File: src/rtl/sram_ctrl_pkg.sv
// rtl/sram_ctrl_pkg.sv - shared types and defaults for the SRAM access sequencer
package sram_ctrl_pkg;

    localparam int DEF_ADDR_W      = 20;
    localparam int DEF_DATA_W      = 16;
    localparam int DEF_WAIT_CYCLES = 2;
    localparam int CNT_W           = 4;

    typedef enum logic [2:0] {
        IDLE   = 3'd0,
        RD     = 3'd1,
        WSETUP = 3'd2,
        WR     = 3'd3,
        WHOLD  = 3'd4,
        DONE   = 3'd5
    } state_t;

endpackage

File: src/rtl/sram_wait_cnt.sv
// rtl/sram_wait_cnt.sv - loadable wait-state down-counter with zero flag
module sram_wait_cnt
    import sram_ctrl_pkg::*;
(
    input  logic             clk,
    input  logic             rst,
    input  logic             load,
    input  logic [CNT_W-1:0] load_val,
    input  logic             dec,
    output logic             zero
);

    logic [CNT_W-1:0] cnt;

    always_ff @(posedge clk or posedge rst) begin
        if (rst) begin
            cnt <= '0;
        end else if (load) begin
            cnt <= load_val;
        end else if (dec && (cnt != '0)) begin
            cnt <= cnt - 1'b1;
        end
    end

    assign zero = (cnt == '0);

endmodule

File: src/rtl/sram_ctrl.sv
// rtl/sram_ctrl.sv - async SRAM strobe sequencer with programmable wait states
// Optional macro SRAM_CTRL_B2B_EN: accept a new request in the DONE cycle.
module sram_ctrl
    import sram_ctrl_pkg::*;
#(
    parameter int WAIT_CYCLES = DEF_WAIT_CYCLES,
    parameter int ADDR_W      = DEF_ADDR_W,
    parameter int DATA_W      = DEF_DATA_W
) (
    input  logic              Clk,
    input  logic              Reset,
    input  logic              req,
    input  logic              we_req,
    input  logic [ADDR_W-1:0] addr,
    input  logic [DATA_W-1:0] wdata,
    input  logic [1:0]        be,
    output logic              ready,
    output logic              ack,
    output logic [DATA_W-1:0] rdata,
    output logic [ADDR_W-1:0] ADDR,
    output logic [DATA_W-1:0] Data_to_SRAM,
    input  logic [DATA_W-1:0] Data_from_SRAM,
    output logic              drive_en,
    output logic              Mem_CE,
    output logic              Mem_OE,
    output logic              Mem_WE,
    output logic              Mem_UB,
    output logic              Mem_LB
);

    if (WAIT_CYCLES < 1 || WAIT_CYCLES > 15) begin : g_bad_wait
        $error("sram_ctrl: WAIT_CYCLES must be within 1..15");
    end

    localparam logic [CNT_W-1:0] WAIT_LOAD = CNT_W'(WAIT_CYCLES - 1);

    state_t     state;
    state_t     state_next;
    logic [1:0] be_q;
    logic       accept;
    logic       cnt_load;
    logic       cnt_dec;
    logic       cnt_zero;

    assign accept = req && ready;

    sram_wait_cnt u_wait_cnt (
        .clk      (Clk),
        .rst      (Reset),
        .load     (cnt_load),
        .load_val (WAIT_LOAD),
        .dec      (cnt_dec),
        .zero     (cnt_zero)
    );

    always_ff @(posedge Clk or posedge Reset) begin
        if (Reset) begin
            state <= IDLE;
        end else begin
            state <= state_next;
        end
    end

    always_comb begin
        state_next = state;
        cnt_load   = 1'b0;
        cnt_dec    = 1'b0;
        case (state)
            IDLE, DONE: begin
                if (accept) begin
                    state_next = we_req ? WSETUP : RD;
                    cnt_load   = !we_req;
                end else begin
                    state_next = IDLE;
                end
            end
            RD: begin
                if (cnt_zero) begin
                    state_next = DONE;
                end else begin
                    cnt_dec = 1'b1;
                end
            end
            WSETUP: begin
                state_next = WR;
                cnt_load   = 1'b1;
            end
            WR: begin
                if (cnt_zero) begin
                    state_next = WHOLD;
                end else begin
                    cnt_dec = 1'b1;
                end
            end
            WHOLD:   state_next = DONE;
            default: state_next = IDLE;
        endcase
    end

    // Strobes are decoded straight from the state register so an async reset releases them at once.
    always_comb begin
        ready    = 1'b0;
        ack      = 1'b0;
        drive_en = 1'b0;
        Mem_CE   = 1'b1;
        Mem_OE   = 1'b1;
        Mem_WE   = 1'b1;
        Mem_UB   = 1'b1;
        Mem_LB   = 1'b1;
        case (state)
            IDLE: ready = 1'b1;
            RD: begin
                Mem_CE = 1'b0;
                Mem_OE = 1'b0;
                Mem_UB = ~be_q[1];
                Mem_LB = ~be_q[0];
            end
            WSETUP, WHOLD: begin
                Mem_CE   = 1'b0;
                drive_en = 1'b1;
                Mem_UB   = ~be_q[1];
                Mem_LB   = ~be_q[0];
            end
            WR: begin
                Mem_CE   = 1'b0;
                Mem_WE   = 1'b0;
                drive_en = 1'b1;
                Mem_UB   = ~be_q[1];
                Mem_LB   = ~be_q[0];
            end
            DONE: begin
                ack = 1'b1;
`ifdef SRAM_CTRL_B2B_EN
                ready = 1'b1;
`else
                ready = 1'b0;
`endif
            end
            default: ready = 1'b0;
        endcase
    end

    always_ff @(posedge Clk or posedge Reset) begin
        if (Reset) begin
            ADDR         <= '0;
            Data_to_SRAM <= '0;
            be_q         <= '0;
        end else if (accept) begin
            ADDR         <= addr;
            Data_to_SRAM <= wdata;
            be_q         <= be;
        end
    end

    always_ff @(posedge Clk or posedge Reset) begin
        if (Reset) begin
            rdata <= '0;
        end else if (state == RD && cnt_zero) begin
            rdata <= Data_from_SRAM;
        end
    end

endmodule
File: config.mk
export PLATFORM = sky130hd
export DESIGN_NAME = sram_ctrl
export DESIGN_NICKNAME = d
export VERILOG_FILES = /design/src/rtl/sram_ctrl_pkg.sv /design/src/rtl/sram_wait_cnt.sv /design/src/rtl/sram_ctrl.sv
export SDC_FILE = /design/constraint.sdc
export NUM_CORES = 1
export LEC_CHECK = 0
export ABC_AREA = 1
export BUFFER_PORTS_ARGS = -buffer_cell sky130_fd_sc_hd__buf_2
export CORE_MARGIN = 1.5
export CORE_UTILIZATION = 47
export DETAILED_ROUTE_END_ITERATION = 10
export GPL_TIMING_DRIVEN = 0
export PLACE_DENSITY = 0.8
export SLEW_MARGIN = 20
export SYNTH_ARGS = -nofsm -noshare
export SYNTH_HDL_FRONTEND = slang
export SYNTH_SLANG_ARGS = --single-unit
File: constraint.sdc
create_clock -name Clk -period 2.3 [get_ports Clk]
set_clock_uncertainty 0.2 [all_clocks]
set_input_delay 0.345 -clock Clk [delete_from_list [all_inputs] [get_ports Clk]]
set_output_delay 0.345 -clock Clk [all_outputs]
set_load 0.005 [all_outputs]
After elaboration in Yosys (flattened, before gate mapping)
Cells that the tools add are included.

Output and inout bits: 60. Memory bits (read-only): 0. Flip-flop bits (word level): 61. Input bits: 58. Bits in writable memories: 0. Logic and storage cells: 48. Bits in latches: 0. Memories: 0.

Equality and inequality tests: 7. Magnitude comparators: 0. Reductions and logical operators: 13. Shift operators: 0. Divide/modulo/power cells: 0. $mul: 0. $add $sub $neg: 1. Multiplexer cells: 19. Bitwise operators: 2.

Operator list (number): $pmux 3 s5 (1); $mux 1 (11); $mux 4 (2); $eq 3x2->1 const B (2); $eq 3x3->1 const B (2); $mux 3 (2); $logic_not 4->1 (1); $mux 2 (2); $ne 2x2->1 const B (2); $reduce_bool 4->1 (1); $reduce_or 2->1 (2); $reduce_or 4->1 (1); $sub 4x1->4 const B (1); $eq 3x1->1 const B (1); $logic_and 1x1->1 (3); $logic_not 3->1 (1); $reduce_or 3->1 (1); $not 1->1 (2); $pmux 1 s2 (1); $reduce_and 2->1 (1); $reduce_bool 2->1 (1); $logic_not 1->1 (1).

Longest topological paths before layout
Word-level depth: 6. Mapped depth: 7. Gate-level depth less buffers: 7.

Hierarchy
From an unflattened synthesis, not the netlist that was laid out.

Cell total of the unflattened synthesis: 315. Area total of the unflattened synthesis: 2935.3 um^2.

Modules (own cells, without submodules): sram_ctrl (times used 1, cells each 268, area an instance 2636.3 um^2, seq. area each 1426.4 um^2); sram_wait_cnt (times used 1, cells each 47, area an instance 299.0 um^2, seq. area each 100.1 um^2).

Worst setup path after synthesis
OpenSTA, ideal clock, no wires.

Kind: reg-to-output. Start point: reg state[2]. End point: out drive_en. Stages on the path, launching flop included: 6. Data required time: 1.755 ns. Buffers on the path: 0. Path slack: 0.777 ns. Data arrival time: 0.978 ns. Cell sequence: dfrtp_1 > nor2_4 > inv_1 > nor2_1 > inv_1 > nand3_1.

Longest elaborated chain between the ends: 3. Elaborated cells between the ends (all ways): 5.

RTL lines: start: declaration (line sram_ctrl.sv:37) `state_t state;`; start signal: assignment (line sram_ctrl.sv:60) `state <= state_next;`; $eq 3x2->1 or $eq 3x3->1 (tied branches) (line sram_ctrl.sv:110) `case (state)`; $reduce_or 3->1 (no line) (*); $mux 1 (*) (line sram_ctrl.sv:110); end: declaration (line sram_ctrl.sv:23) `output logic drive_en,`.

Every way passes the cells marked *; elsewhere a longest branch is shown, timed or not.

Worst setup path in the final report
Ends and elaborated chain as after synthesis.

==> qor.yml <==
drt:
  first_iter_violations: 126
  drtAntennaViolNets: 0
  firstDrtPassIters: 4
  num_vias: 2319
  drt-total-wl_um: 5750
  vias_per_cell: 4.65
  wl_per_cell_um: 11.5
  drcViolationCount: 0
floorplan:
  die_x_um: 77.7
  core_region_area_mm2: 0.00544
  ios: 118
  fp-row-count: 27
  die_h_um: 77.7
  die_area_mm2: 0.00603
  start_util_pct: 48.2
clock_network:
  clk_pin_slew_worst_paths_ps: 70
  cts_tree: "yes"
  cts-resized-gates: 0
  cts_inserted_buffers: 9
  ctsHoldBuffers: 1
  clockBufferDepth: 2
  worst_skew_pair.late_latency_ps: 320
  clock-sinks: 61
  cts_max_level: 3
  cts-root-buf: "clkbuf_8"
  cts_setup_buffers: 0
sta:
  period_share_pct: 90.2
  finalMaxSlewViolations: 0
  max_freq_ghz: 0.482
  slew_headroom_pct: 77.3
  tightest_slew_ps: 341
  finalSetupViolations: 0
  finalHoldViolations: 0
  fin_crit_ps: 2080
  rsz0062_at_grt: "no"
logic_synthesis:
  netlist_instances: 292
  ys_warn_count: 0
  yosysUniqueCellTypes: 22
  netlist_area_mm2: 0.00262
  synth_nets: 352
  avgSynthCellArea_um2: 8.98
  synth_seq_cells: 61
  synth.yosys.seq_area_share_pct: 58.2
worst_setup_path:
  worstReg2RegEnd: "u_wait_cnt.cnt[3]$_DFFE_PP0P_"
  crit_fanout: 9
  worstSetupStartpointType: "flip-flop"
  slowest_delay_ps: 430
  r2r-start: "u_wait_cnt.cnt[0]$_DFFE_PP0P_"
  worst-r2r-setup-slack_ps: 670
  path_class: "flip-flop to output port"
  critical_path_required_ps: 1750
  cpMostUsedCell: "inv_1"
  end_kind: "output port"
  cp_slowest_cell: "dfrtp_1"
  worst_ep_arrival_time_ps: 1530
  crit_chain: "nor2_4 > inv_1 > nor2_1 > inv_1 > nand3_1 > buf_2"
  r2r_cells: 7
pwr:
  p_per_area_mw_per_mm2: 1300
  pwr-share-comb_pct: 38.7
  leakage_uw: 0.00209
  p_int_uw: 2930
  power_frac_seq_pct: 41.1
  ir_drop_mv: 0.636
  power_frac_clock_pct: 20.2
  netSwitchingPower_uw: 1630
  sw_frac_of_total_pct: 35.8
final_layout:
  mostFrequentLayoutCell: "buf_2"
  drive_gt1_share_pct: 35.4
  fill_cells: 458
  antenna_cells: 0
  layout_common_cells: "117 x buf_2, 69 x nand2_1, 66 x inv_1, 61 x dfrtp_1, 35 x o21ai_0"
  syn_to_final_growth_pct: 34.4
  final_core_util_pct: 64.8
  nets: 482
  layout.cells.non_filler: 499
placed_design:
  place_inst: 482
  place_congestion: 0.744
  hpwlAfterDp_um: 4250
  port-buffer-count: 117
flow_run:
  max_cap_violations: 0
global_routing:
  grt-ovfl-total: 0
  grt_usage_pct: 20.2
  grt_pass1_vias: 2172
  antenna_found_initial: 0
  grt_max_degree: 41
  grt_pass1_wl_um: 9560
hold_path:
  holdPathStages: 3
  hp-start: "addr[0]"
  min_to: "ADDR[0]$_DFFE_PP0N_"
  hp-class: "primary input to flip-flop"
outcome:
  status: "finished, final reports clean"
==> Yosys cell counts <==
cell	count	area, um^2
nand4_4	1	21.3
nand3_1	7	35.0
nor2_4	1	11.3
ha_1	2	25.0
a21oi_1	2	10.0
o21ai_1	14	70.1
inv_1	67	251
clkbuf_1	2	7.51
nand2_1	69	259
o21ai_2	6	52.6
nand4_1	3	18.8
nand3b_1	1	7.51
o21ai_0	35	175
nor3_1	2	10.0
dfrtp_1	61	1530
o211ai_1	1	7.51
buf_6	2	22.5
buf_8	3	45.0
clkbuf_2	2	10.0
buf_4	2	15.0
nand3_2	1	10.0
nor2_1	8	30.0
==> per-layer routing <==
layer,global-route usage [%],share of wire (%),routed length [um],up-vias
li1,-,-,-,1144
met1,24.3,43,2470,1086
met2,34.2,49,2840,81
met3,4.82,6.2,359,8
met4,9.27,1.4,82,0
met5,0,0,0,-
==> final cells by class <==
cell class	count	area (um^2)	share of cell area, %
tap	72	90.1	2.56
multi-input combinational	153	743	21.1
timing repair buffer	119	616	17.5
clock buffer	12	145	4.12
inverter	67	254	7.21
clock inverter	4	47.5	1.35
sequential	61	1530	43.3
buffer	11	100	2.84
==> power by group through the flow <==
stage,Sequential [uW],Clock (uW),Combinational (uW)
CTS,1870,952,1800
floorplan,1900,0,980
global route,1930,998,2020
finish,1870,922,1770
global placement,1860,0,1720
detailed placement,1870,0,1800
==> worst max path at each step <==
stage,endpoint,cells past startpoint,slack [ps],startpoint
2_1_floorplan,ADDR[0]$_DFFE_PP0N_,1,240,Reset
3_3_place_gp,ADDR[9]$_DFFE_PP0N_,2,-480,Reset
3_5_place_dp,drive_en,6,590,state[2]$_DFFE_PP0P_
4_1_cts,drive_en,6,210,state[2]$_DFFE_PP0P_
5_1_grt,drive_en,7,80,state[0]$_DFFE_PP0P_
6_report,drive_en,6,220,state[2]$_DFFE_PP0P_
==> critical path: cells and delay by family, from the launching register on <==
family	cells	cell delay [ps]
buf+inv	3	270
flops	1	430
simple gates	3	490
==> through the flow <==
step / power [uW] / hold slack [ps] / worst slack, ps / setup TNS [ps] / cell area (um^2)
global placement: 3580 / 257 / -484 / -29350 / 3300
CTS: 4620 / 28.6 / 210 / 0 / 3520
global route: 4950 / 31.1 / 84.4 / 0 / 3520
finish: 4560 / 44.2 / 224 / 0 / 3520
floorplan: 2880 / 253 / 242 / 0 / 2620
detailed placement: 3670 / 124 / 588 / 0 / 3320
==> cells by family (layout without fill, tap and decap cells) <==
family,after synthesis,count (layout),share of synthesized area [%]
flops,61,61,58.2
compound gates,58,58,12.0
fa+ha+maj,2,2,0.955
buf+inv,78,213,13.4
simple gates,93,93,15.4
==> state kept, by name, indices dropped and copies added, names as in the netlist <==
name	cells
Data_to_SRAM	16
u_wait_cnt.cnt	4
state	3
rdata	16
ADDR	20
be_q	2
Note: power is estimated with default switching activity, not from simulation.
